## config.mk

```make
export PLATFORM = sky130hd
export DESIGN_NAME = mux16_rr_arbiter
export DESIGN_NICKNAME = d
export VERILOG_FILES = /design/src/rtl/mux16_rr_arbiter.sv
export SDC_FILE = /design/constraint.sdc
export NUM_CORES = 1
export LEC_CHECK = 0
export ABC_AREA = 0
export BUFFER_PORTS_ARGS = -buffer_cell sky130_fd_sc_hd__buf_2
export CAP_MARGIN = 20
export CELL_PAD_IN_SITES_DETAIL_PLACEMENT = 1
export CELL_PAD_IN_SITES_GLOBAL_PLACEMENT = 1
export CORE_AREA = 8 8 110 102
export DETAILED_ROUTE_END_ITERATION = 6
export DIE_AREA = 0 0 118 110
export GPL_TIMING_DRIVEN = 0
export PLACE_DENSITY = 0.91
export SLEW_MARGIN = 20
export SYNTH_ARGS = -nofsm -noshare
export SYNTH_HDL_FRONTEND = slang
export SYNTH_SLANG_ARGS = --single-unit
```

## constraint.sdc

```tcl
create_clock -name clk -period 13.95 [get_ports clk]
set_input_delay 1.395 -clock clk [delete_from_list [all_inputs] [get_ports clk]]
set_output_delay 1.395 -clock clk [all_outputs]
set_load 0.1 [all_outputs]
```

## src/rtl/mux16_rr_arbiter.sv

```systemverilog
// mux16_rr_arbiter: round-robin arbiter with hold limit driving a registered 16:1 bit select.
module mux16_rr_arbiter #(
    parameter int HOLD_MAX = 8
) (
    input  logic        clk,
    input  logic        rst_n,
    input  logic        en,
    input  logic [15:0] req,
    input  logic [15:0] data_in,
    output logic [3:0]  sel,
    output logic [15:0] grant,
    output logic        grant_valid,
    output logic        data_out
);
    typedef enum logic {IDLE, GRANT} state_t;

    state_t      state_q, state_d;
    logic [3:0]  ptr_q, ptr_d, sel_q, sel_d, w;
    logic [7:0]  hold_q, hold_d;
    logic [15:0] grant_q, grant_d;
    logic        gv_q, gv_d, dout_q, dout_d, found, release_c;

    // first asserted request at or after ptr, wrapping modulo 16
    always_comb begin
        w = ptr_q;
        found = 1'b0;
        for (int i = 0; i < 16; i++) begin
            if (!found && req[ptr_q + 4'(i)]) begin
                w = ptr_q + 4'(i);
                found = 1'b1;
            end
        end
    end

    assign release_c = !req[sel_q] || !en || hold_q == 8'(HOLD_MAX);

    always_comb begin
        state_d = state_q;
        ptr_d   = ptr_q;
        sel_d   = sel_q;
        hold_d  = hold_q;
        grant_d = grant_q;
        gv_d    = gv_q;
        dout_d  = gv_q ? data_in[sel_q] : 1'b0;
        if (state_q == IDLE) begin
            if (en && found) begin
                state_d = GRANT;
                sel_d   = w;
                grant_d = 16'b1 << w;
                gv_d    = 1'b1;
                hold_d  = 8'd1;
            end
        end else if (release_c) begin
            state_d = IDLE;
            grant_d = '0;
            gv_d    = 1'b0;
            ptr_d   = sel_q + 4'd1;
        end else begin
            hold_d = hold_q + 8'd1;
        end
    end

    always_ff @(posedge clk or negedge rst_n) begin
        if (!rst_n) begin
            state_q <= IDLE;
            ptr_q   <= '0;
            sel_q   <= '0;
            hold_q  <= '0;
            grant_q <= '0;
            gv_q    <= 1'b0;
            dout_q  <= 1'b0;
        end else begin
            state_q <= state_d;
            ptr_q   <= ptr_d;
            sel_q   <= sel_d;
            hold_q  <= hold_d;
            grant_q <= grant_d;
            gv_q    <= gv_d;
            dout_q  <= dout_d;
        end
    end

    assign sel         = sel_q;
    assign grant       = grant_q;
    assign grant_valid = gv_q;
    assign data_out    = dout_q;
endmodule

```

Word level (Yosys, flattened, before mapping). Cells that the tools add are included.

Output and inout port bits: 22. Flip-flop bits (word level): 35.

$add $sub $neg: 17. Shift-type cells: 1. Reductions and logical operators: 40. Mux-type cells: 80. Bitwise operators: 1. Equal/unequal tests: 3. Order comparisons: 17.

Operators by type and width (count): < comparator 4 x 5 -> 1 bit, second input constant (17); binary-select mux 1 bit (select 4 bit) (18); 2-to-1 mux 4 bit (15); 2-to-1 mux 16 bit (3); 2-to-1 mux 1 bit (41); adder 4 bit, second input constant (8); 2-to-1 mux 8 bit (3); logical NOT 1 bit (17); adder 4 x 3 -> 4 bit, second input constant (4); logical AND 1 bit (16); << shifter 1 x 4 -> 16 bit, first input constant (1); adder 4 x 1 -> 4 bit, second input constant (2); adder 4 x 2 -> 4 bit, second input constant (2); adder 8 x 1 -> 8 bit, second input constant (1); == test 8 x 4 -> 1 bit, second input constant (1); AND reduction 2 bit (4); logical OR 1 bit (2); inequality test 2 x 1 -> 1 bit, second input constant (1); inequality test 2 bit, second input constant (1); nonzero test 2 bit (1); NOT 1 bit (1).

Logic depth before layout (Yosys ltp). Gate-level depths: netlist of the first run.

Depth after elaboration: 51. Mapped depth: 18.

Worst setup path before layout of the first run. Ideal clock, no wire load.

Path kind: register -> register. Start point: register ptr_q[1]. End point: register grant_q[7], in the netlist grant[7]. Library setup time: 0.123 ns. Required time: 13.827 ns. Data arrival time: 4.309 ns. Path buffers: 6. Path slack: 9.518 ns. Cell stages (with the launch flop): 18. Cells stage by stage: dfrtp_1 > buf_2 > buf_6 > buf_6 > buf_6 > inv_2 > ha_1 > buf_2 > clkbuf_1 > mux4_2 > a32oi_2 > nand2_1 > or4_1 > nor3_1 > a211oi_2 > xnor2_4 > and3b_1 > a32o_1.

Cells in the longest elaborated chain, start to end: 51.

RTL lines: start, declared (RTL line 18) `logic [3:0] ptr_q, ptr_d, sel_q, sel_d, w;`; start signal, assigned (RTL line 74) `ptr_q <= ptr_d;`; branches (longest 51 deep; another with adder 4 x 1 -> 4 bit); end signal, assigned (RTL line 77) `grant_q <= grant_d;`; end, declared (RTL line 20) `logic [15:0] grant_q, grant_d;`.

Several ways; the timed one is not identified. The select of a mux whose other input is x is not followed. A chain may end at the register's enable or synchronous reset.

Worst setup path in the final report of the first run.
Start point: register ptr_q[1]. End point: register grant_q[11], in the netlist grant[11].

The elaborated chain is that of the path after synthesis.

==> flow_summary_export.csv, run 1 <==
group,metric,value,unit
clock_tree,cts_tree,"done",
critical_path,required,14.16,ns
global_route,overflow,0,
placed_design,place_inst,632,
logic_synthesis,ys_ff_latch,35,
critical_path,path_max_fanout,12,
critical_path,critPathLaunchType,"register",
drt,drc,0,
global_route,grt_pass1_wl,27.2,mm
drt,drt_iter0_markers,395,
die,die_h,110,um
global_route,grt_start_max_net_pins,36,
status,status,"finished clean",
die,dieWidth,118,um
layout,final_util,53.5,%
global_route,antenna_found_initial,0,
drt,via_per_inst,7.08,
clock_tree,cts_setup_buffers,0,
clock_tree,numCtsBuffers,5,
logic_synthesis,ys_warn_count,0,
critical_path,arrival,6.25,ns
clock_tree,cts.sinks,35,
die,floorplan.initialDensity,48.0,%
flow_run,maxCapViolations,0,
timing,fmax,166,MHz
die,die_area,0.0130,sq mm
timing,finClkSkew,0.00495,ns
placed_design,gp_congestion,0.999,
layout,layout.nets,558,
layout,final_cells,640,
placed_design,port_buffers,56,
drt,finalWirelength,17.1,mm
logic_synthesis,ys_dominant_reg_cell,"dfrtp_1",
drt,wl_per_cell,26.7,um
logic_synthesis,synth_edf_count,0,
layout,layout_commonest_cell,"buf_2",
timing,period_share,43.3,%
timing,worstMarginPinSlew,1.06,ns
layout,final_cell_mix,"63 x buf_2, 41 x mux4_2, 38 x nand2_1",
drt,antenna_left,0,
die,ios,57,
timing,fin_setup_tns,0,ns
clock_tree,clk_latency,0.29,ns
drt,via_count,4534,
drt,first_pass_iters,4,
global_route,grt_pass1_vias,4880,
logic_synthesis,netlist_instances,450,
layout,synthToLayoutAreaGrowth,11.6,%
clock_tree,htreeDepth,2,
die,coreArea,0.00940,sq mm
logic_synthesis,ys_seq_area_share,19.4,%
logic_synthesis,synth_cell_types,80,
critical_path,worst_setup_path_end_kind,"register",
timing,rsz0062_at_grt,"no",
logic_synthesis,synthesis.nets,495,
die,rows,34,
hold_path,holdCritPathClass,"reg -> reg",
timing,drv_slew,0,
layout,drive_gt1_share,32.5,%
logic_synthesis,async_flop_share,100,%
layout,antennaDiodeCount,0,
global_route,grt_use_total,26.2,%
clock_tree,root_buffer,"clkbuf_8",
critical_path,critPathKind,"reg -> reg",
clock_tree,clock_path_buffers,2,
timing,slew_headroom,28.8,%
timing,hold_viol,0,
placed_design,place_hpwl,12.9,mm
timing,min_period,6.04,ns
clock_tree,cts_hold_buf,0,
timing,setup_viol,0,
clock_tree,path_clk_slew,0.08,ns
logic_synthesis,synth_area,0.00451,sq mm
clock_tree,cts_resized,0,
logic_synthesis,syn_area_per_cell,10.0,sq um
==> stage by stage <==
stage / hold WS, ns / worst slack (ns) / area, sq um
after floorplan: 0.452 / 9.52 / 4510
after global placement: 0.469 / 8.42 / 4950
after detailed placement: 0.477 / 8.20 / 4950
after CTS: 0.494 / 8.07 / 5030
after global routing: 0.519 / 7.57 / 5030
final: 0.483 / 7.91 / 5030
==> worst max-delay path: stages (launching register included) <==
cell and delay, ns:
dfrtp_1 0.44, buf_2 0.25, buf_6 0.18, buf_6 0.16, buf_6 0.18, inv_2 0.18, ha_1 0.37, buf_2 0.30
clkbuf_1 0.50, mux4_2 0.43, a32oi_2 0.37, nand2_1 0.28, nor4_1 0.80, a41oi_2 0.43, nor2_1 0.56, buf_2 0.32
nand2_1 0.07, o21ai_0 0.08
==> sequential cells by signal, indices dropped and copies added, names as in the netlist <==
| name | cells |
|---|---|
| state_q | 1 |
| grant | 16 |
| grant_valid | 1 |
| hold_q | 8 |
| sel | 4 |
| ptr_q | 4 |
| data_out | 1 |
==> layer usage <==
layer  vias up  GRT usage, %  routed length (um)  share of wire [%]
li1       1908             -                   -                  -
met1      2273          32.6                6650                 39
met2       300          45.2                8430                 49
met3        53          3.87                1480                8.6
met4         0          11.2                 553                3.2
met5         -             0                   0                  0
==> cells by family after synthesis <==
family,after synthesis,synth area share (%)
AND/OR/NAND/NOR,137,16.1
AO/OA/AOI/OAI,123,20.3
multiplexers,93,33.0
buffers and inverters,36,4.69
flip-flops,35,19.4
XOR/XNOR,16,3.69
adder cells (fa/ha/maj),10,2.77
==> synthesized netlist by cell type (3+ instances only) <==
cell type  count  area, sq um
nand4_1        3         18.8
nor2_1        27          101
and3_1         6         37.5
mux2i_1       29          290
a31oi_1        3         18.8
a32o_1         3         30.0
nand2_1       38          143
xor2_1         8         70.1
o22ai_1        4         25.0
a21boi_0       3         22.5
a32oi_1        3         26.3
mux4_2        41          923
nand3_1       15         75.1
a22o_1        13          114
clkbuf_1       8         30.0
buf_2          7         35.0
mux2_2        19          214
ha_1          10          125
nand2b_1       5         31.3
o21ai_0       27          135
nor2b_1        5         31.3
o21ai_1        3         15.0
xnor2_1        6         52.6
a21oi_1       21          105
and2_1         7         43.8
a21o_1         4         30.0
a221oi_1       5         43.8
nor3_1         6         30.0
a311oi_1       3         26.3
inv_1          5         18.8
buf_6          8         90.1
dfrtp_1       35          876
o211a_1        3         30.0
==> worst paths after layout <==
check / start / end / slack (ns) / cells after the start
setup / recovery: ptr_q[1]$_DFFE_PN0P_ / grant[11]$_DFFE_PN0P_ / 7.91 / 17
hold / removal: grant[10]$_DFFE_PN0P_ / grant[10]$_DFFE_PN0P_ / 0.48 / 2
setup reg to reg: ptr_q[1]$_DFFE_PN0P_ / grant[11]$_DFFE_PN0P_ / 7.91 / 17
hold reg to reg: grant[10]$_DFFE_PN0P_ / grant[10]$_DFFE_PN0P_ / 0.48 / 2
max in group asynchronous: rst_n / hold_q[0]$_DFFE_PN0P_ / 12.26 / 1
min in group asynchronous: rst_n / grant[5]$_DFFE_PN0P_ / 1.19 / 1
==> area by class of cell <==
type | count | area (sq um)
flip-flops and latches | 35 | 876
clock buffers | 5 | 68.8
clock inverters | 3 | 15.0
repair buffers | 56 | 280
fillers | 1056 | 4370
inverters | 9 | 33.8
multi-input cells | 379 | 3420
well taps | 126 | 158
plain buffers | 27 | 178
Power of run 1 is left out: the tool's default activity adds up to more than one toggle a clock period on the data nets, which glitch-free logic cannot reach.
==> run 2, diff against run 1 <==
- CORE_AREA: 8 8 110 102 -> 8 8 119 110
- DIE_AREA: 0 0 118 110 -> 0 0 127 118
- PLACE_DENSITY: 0.91 -> 0.82
- clock period: 13.95 -> 5.3 ns (I/O delays scaled with it)
==> run 2 against run 1 <==
  * Core utilization is 6.6 points lower
  * First-iteration DRC count fell by 15%
  * Worst hold slack got worse by 0.15 ns
  * Non-clock buffer count rose by 1
  * Via count shrank 4.1%
  * Maximum frequency grew 18%
  * Final area is 3.7% higher
  * Sequential cell count is the same
  * Clock skew is 0.0016 ns higher
==> flow_summary_export.csv, run 2 (synthesis gave the netlist of run 1 again) <==
group,metric,value,unit
global_route,overflow,0,
timing,min_period,5.10,ns
placed_design,port_buffers,56,
clock_tree,htreeDepth,2,
placed_design,gp_congestion,0.946,
drt,drc,0,
drt,antenna_left,0,
clock_tree,cts_hold_buf,0,
global_route,grt_use_total,21.0,%
critical_path,r2r_slack,0.20,ns
critical_path,required,5.47,ns
layout,synthToLayoutAreaGrowth,15.6,%
critical_path,cp_slowest_cell,"dfrtp_1",
clock_tree,path_clk_slew,0.06,ns
critical_path,cp_top_family,"buffers and inverters",
layout,largest_reg_flops,16,
drt,first_pass_iters,5,
die,rows,37,
critical_path,crit_chain,"clkbuf_4 > buf_6 > buf_6 > buf_6 > inv_2 > ha_1 > clkbuf_4 > mux4_2 > mux2_2 > mux2_2 > or2_1 > nor2_2 > a221oi_1 > a211o_1 > a41oi_4 > and3b_1 > a32o_1",
drt,via_count,4349,
critical_path,path_max_fanout,12,
global_route,antenna_found_initial,0,
timing,hold_viol,0,
critical_path,rr_worst_depth,17,
clock_tree,cts.sinks,35,
placed_design,place_hpwl,12.4,mm
layout,final_cells,651,
timing,period_share,96.3,%
timing,finClkSkew,0.00659,ns
die,die_h,118,um
drt,wl_per_cell,24.4,um
global_route,grt_start_max_net_pins,36,
clock_tree,clk_latency,0.28,ns
critical_path,critical_path.max_stage_delay,0.45,ns
layout,multi_input_area,0.00351,sq mm
die,coreArea,0.0111,sq mm
flow_run,maxCapViolations,0,
critical_path,cpMostUsedCell,"buf_6",
clock_tree,cts_tree,"done",
placed_design,pre_cts_slack,-0.412,ns
die,dieWidth,127,um
critical_path,worst_setup_path_end_kind,"register",
global_route,grt_pass1_vias,4588,
drt,finalWirelength,15.9,mm
critical_path,r2r-end,"grant[7]$_DFFE_PN0P_",
critical_path,timing.rr.start,"ptr_q[1]$_DFFE_PN0P_",
timing,slew_headroom,29.8,%
timing,drv_slew,0,
timing,fmax,196,MHz
layout,seq_area,876,sq um
layout,final.fill_count,1289,
timing,hold_slack,0.330,ns
critical_path,critPathLaunchType,"register",
clock_tree,root_buffer,"clkbuf_16",
placed_design,place_inst,642,
hold_path,holdCritPathClass,"in -> async",
timing,fin_setup_tns,0,ns
layout,final_cell_mix,"61 x buf_2, 41 x mux4_2, 37 x nand2_1",
global_route,grt_pass1_wl,25.6,mm
layout,drive_gt1_share,35.0,%
drt,via_per_inst,6.68,
drt,drt_iter0_markers,334,
critical_path,crit_buf_inv,6,
timing,setup_ws,0.196,ns
die,ios,57,
die,floorplan.initialDensity,40.6,%
layout,layout.nets,559,
timing,setup_viol,0,
layout,layout_commonest_cell,"buf_2",
clock_tree,clock_path_buffers,2,
critical_path,arrival,5.27,ns
die,die_area,0.0150,sq mm
status,status,"finished clean",
timing,worstMarginPinSlew,1.05,ns
layout,antennaDiodeCount,0,
critical_path,critPathKind,"reg -> reg",
clock_tree,numCtsBuffers,5,
run 2: worst max path at each step:
stage	cells past startpoint	from	to
3_3_place_gp	16	ptr_q[1]$_DFFE_PN0P_	grant[9]$_DFFE_PN0P_
4_1_cts	17	ptr_q[1]$_DFFE_PN0P_	grant[7]$_DFFE_PN0P_
3_5_place_dp	17	ptr_q[1]$_DFFE_PN0P_	grant[10]$_DFFE_PN0P_
2_1_floorplan	17	ptr_q[1]$_DFFE_PN0P_	grant[7]$_DFFE_PN0P_
6_report	17	ptr_q[1]$_DFFE_PN0P_	grant[7]$_DFFE_PN0P_
5_1_grt	17	ptr_q[1]$_DFFE_PN0P_	grant[7]$_DFFE_PN0P_
run 2: per-layer routing:
metal	GRT usage, %	up-vias	share of wire [%]
li1	-	1910	-
met2	33.7	185	47
met5	0	-	0
met4	6.02	0	2.1
met1	28.4	2226	45
met3	3.49	28	6.2
run 2: repair_timing:
item | in CTS | in global routing
pin swaps | 0 | 2
setup buffers | 0 | 1
gates cloned | 0 | 0
endpoints found under the setup margin | 29 | 23
gates resized for setup | 7 | 14
run 2: worst reg2reg max path, stage by stage (launching register included):
cell and delay [ns]:
dfrtp_1 0.45, clkbuf_4 0.24, buf_6 0.17, buf_6 0.16, buf_6 0.17, inv_2 0.17, ha_1 0.38, clkbuf_4 0.25
mux4_2 0.41, mux2_2 0.35, mux2_2 0.33, or2_1 0.34, nor2_2 0.28, a221oi_1 0.14, a211o_1 0.32, a41oi_4 0.29
and3b_1 0.26, a32o_1 0.27
run 2: cell type report:
type                            count  area share (%)
Inverter                            9           0.648
Timing Repair Buffer               57            5.52
Clock inverter                      3           0.384
Sequential cell                    35            16.8
Multi-Input combinational cell    379            67.4
Buffer                             27            3.60
Clock buffer                        5            2.40
Tap cell                          136            3.26
run 2: stage by stage:
| step | cell area [sq um] | util [%] |
|---|---|---|
| after floorplan | 4510 | - |
| final | 5220 | 46.9 |
| after global routing | 5220 | 46.9 |
| after global placement | 4960 | 44.6 |
| after detailed placement | 4960 | 44.6 |
| after CTS | 5130 | 46.2 |
Power of run 2 is left out for the same reason.
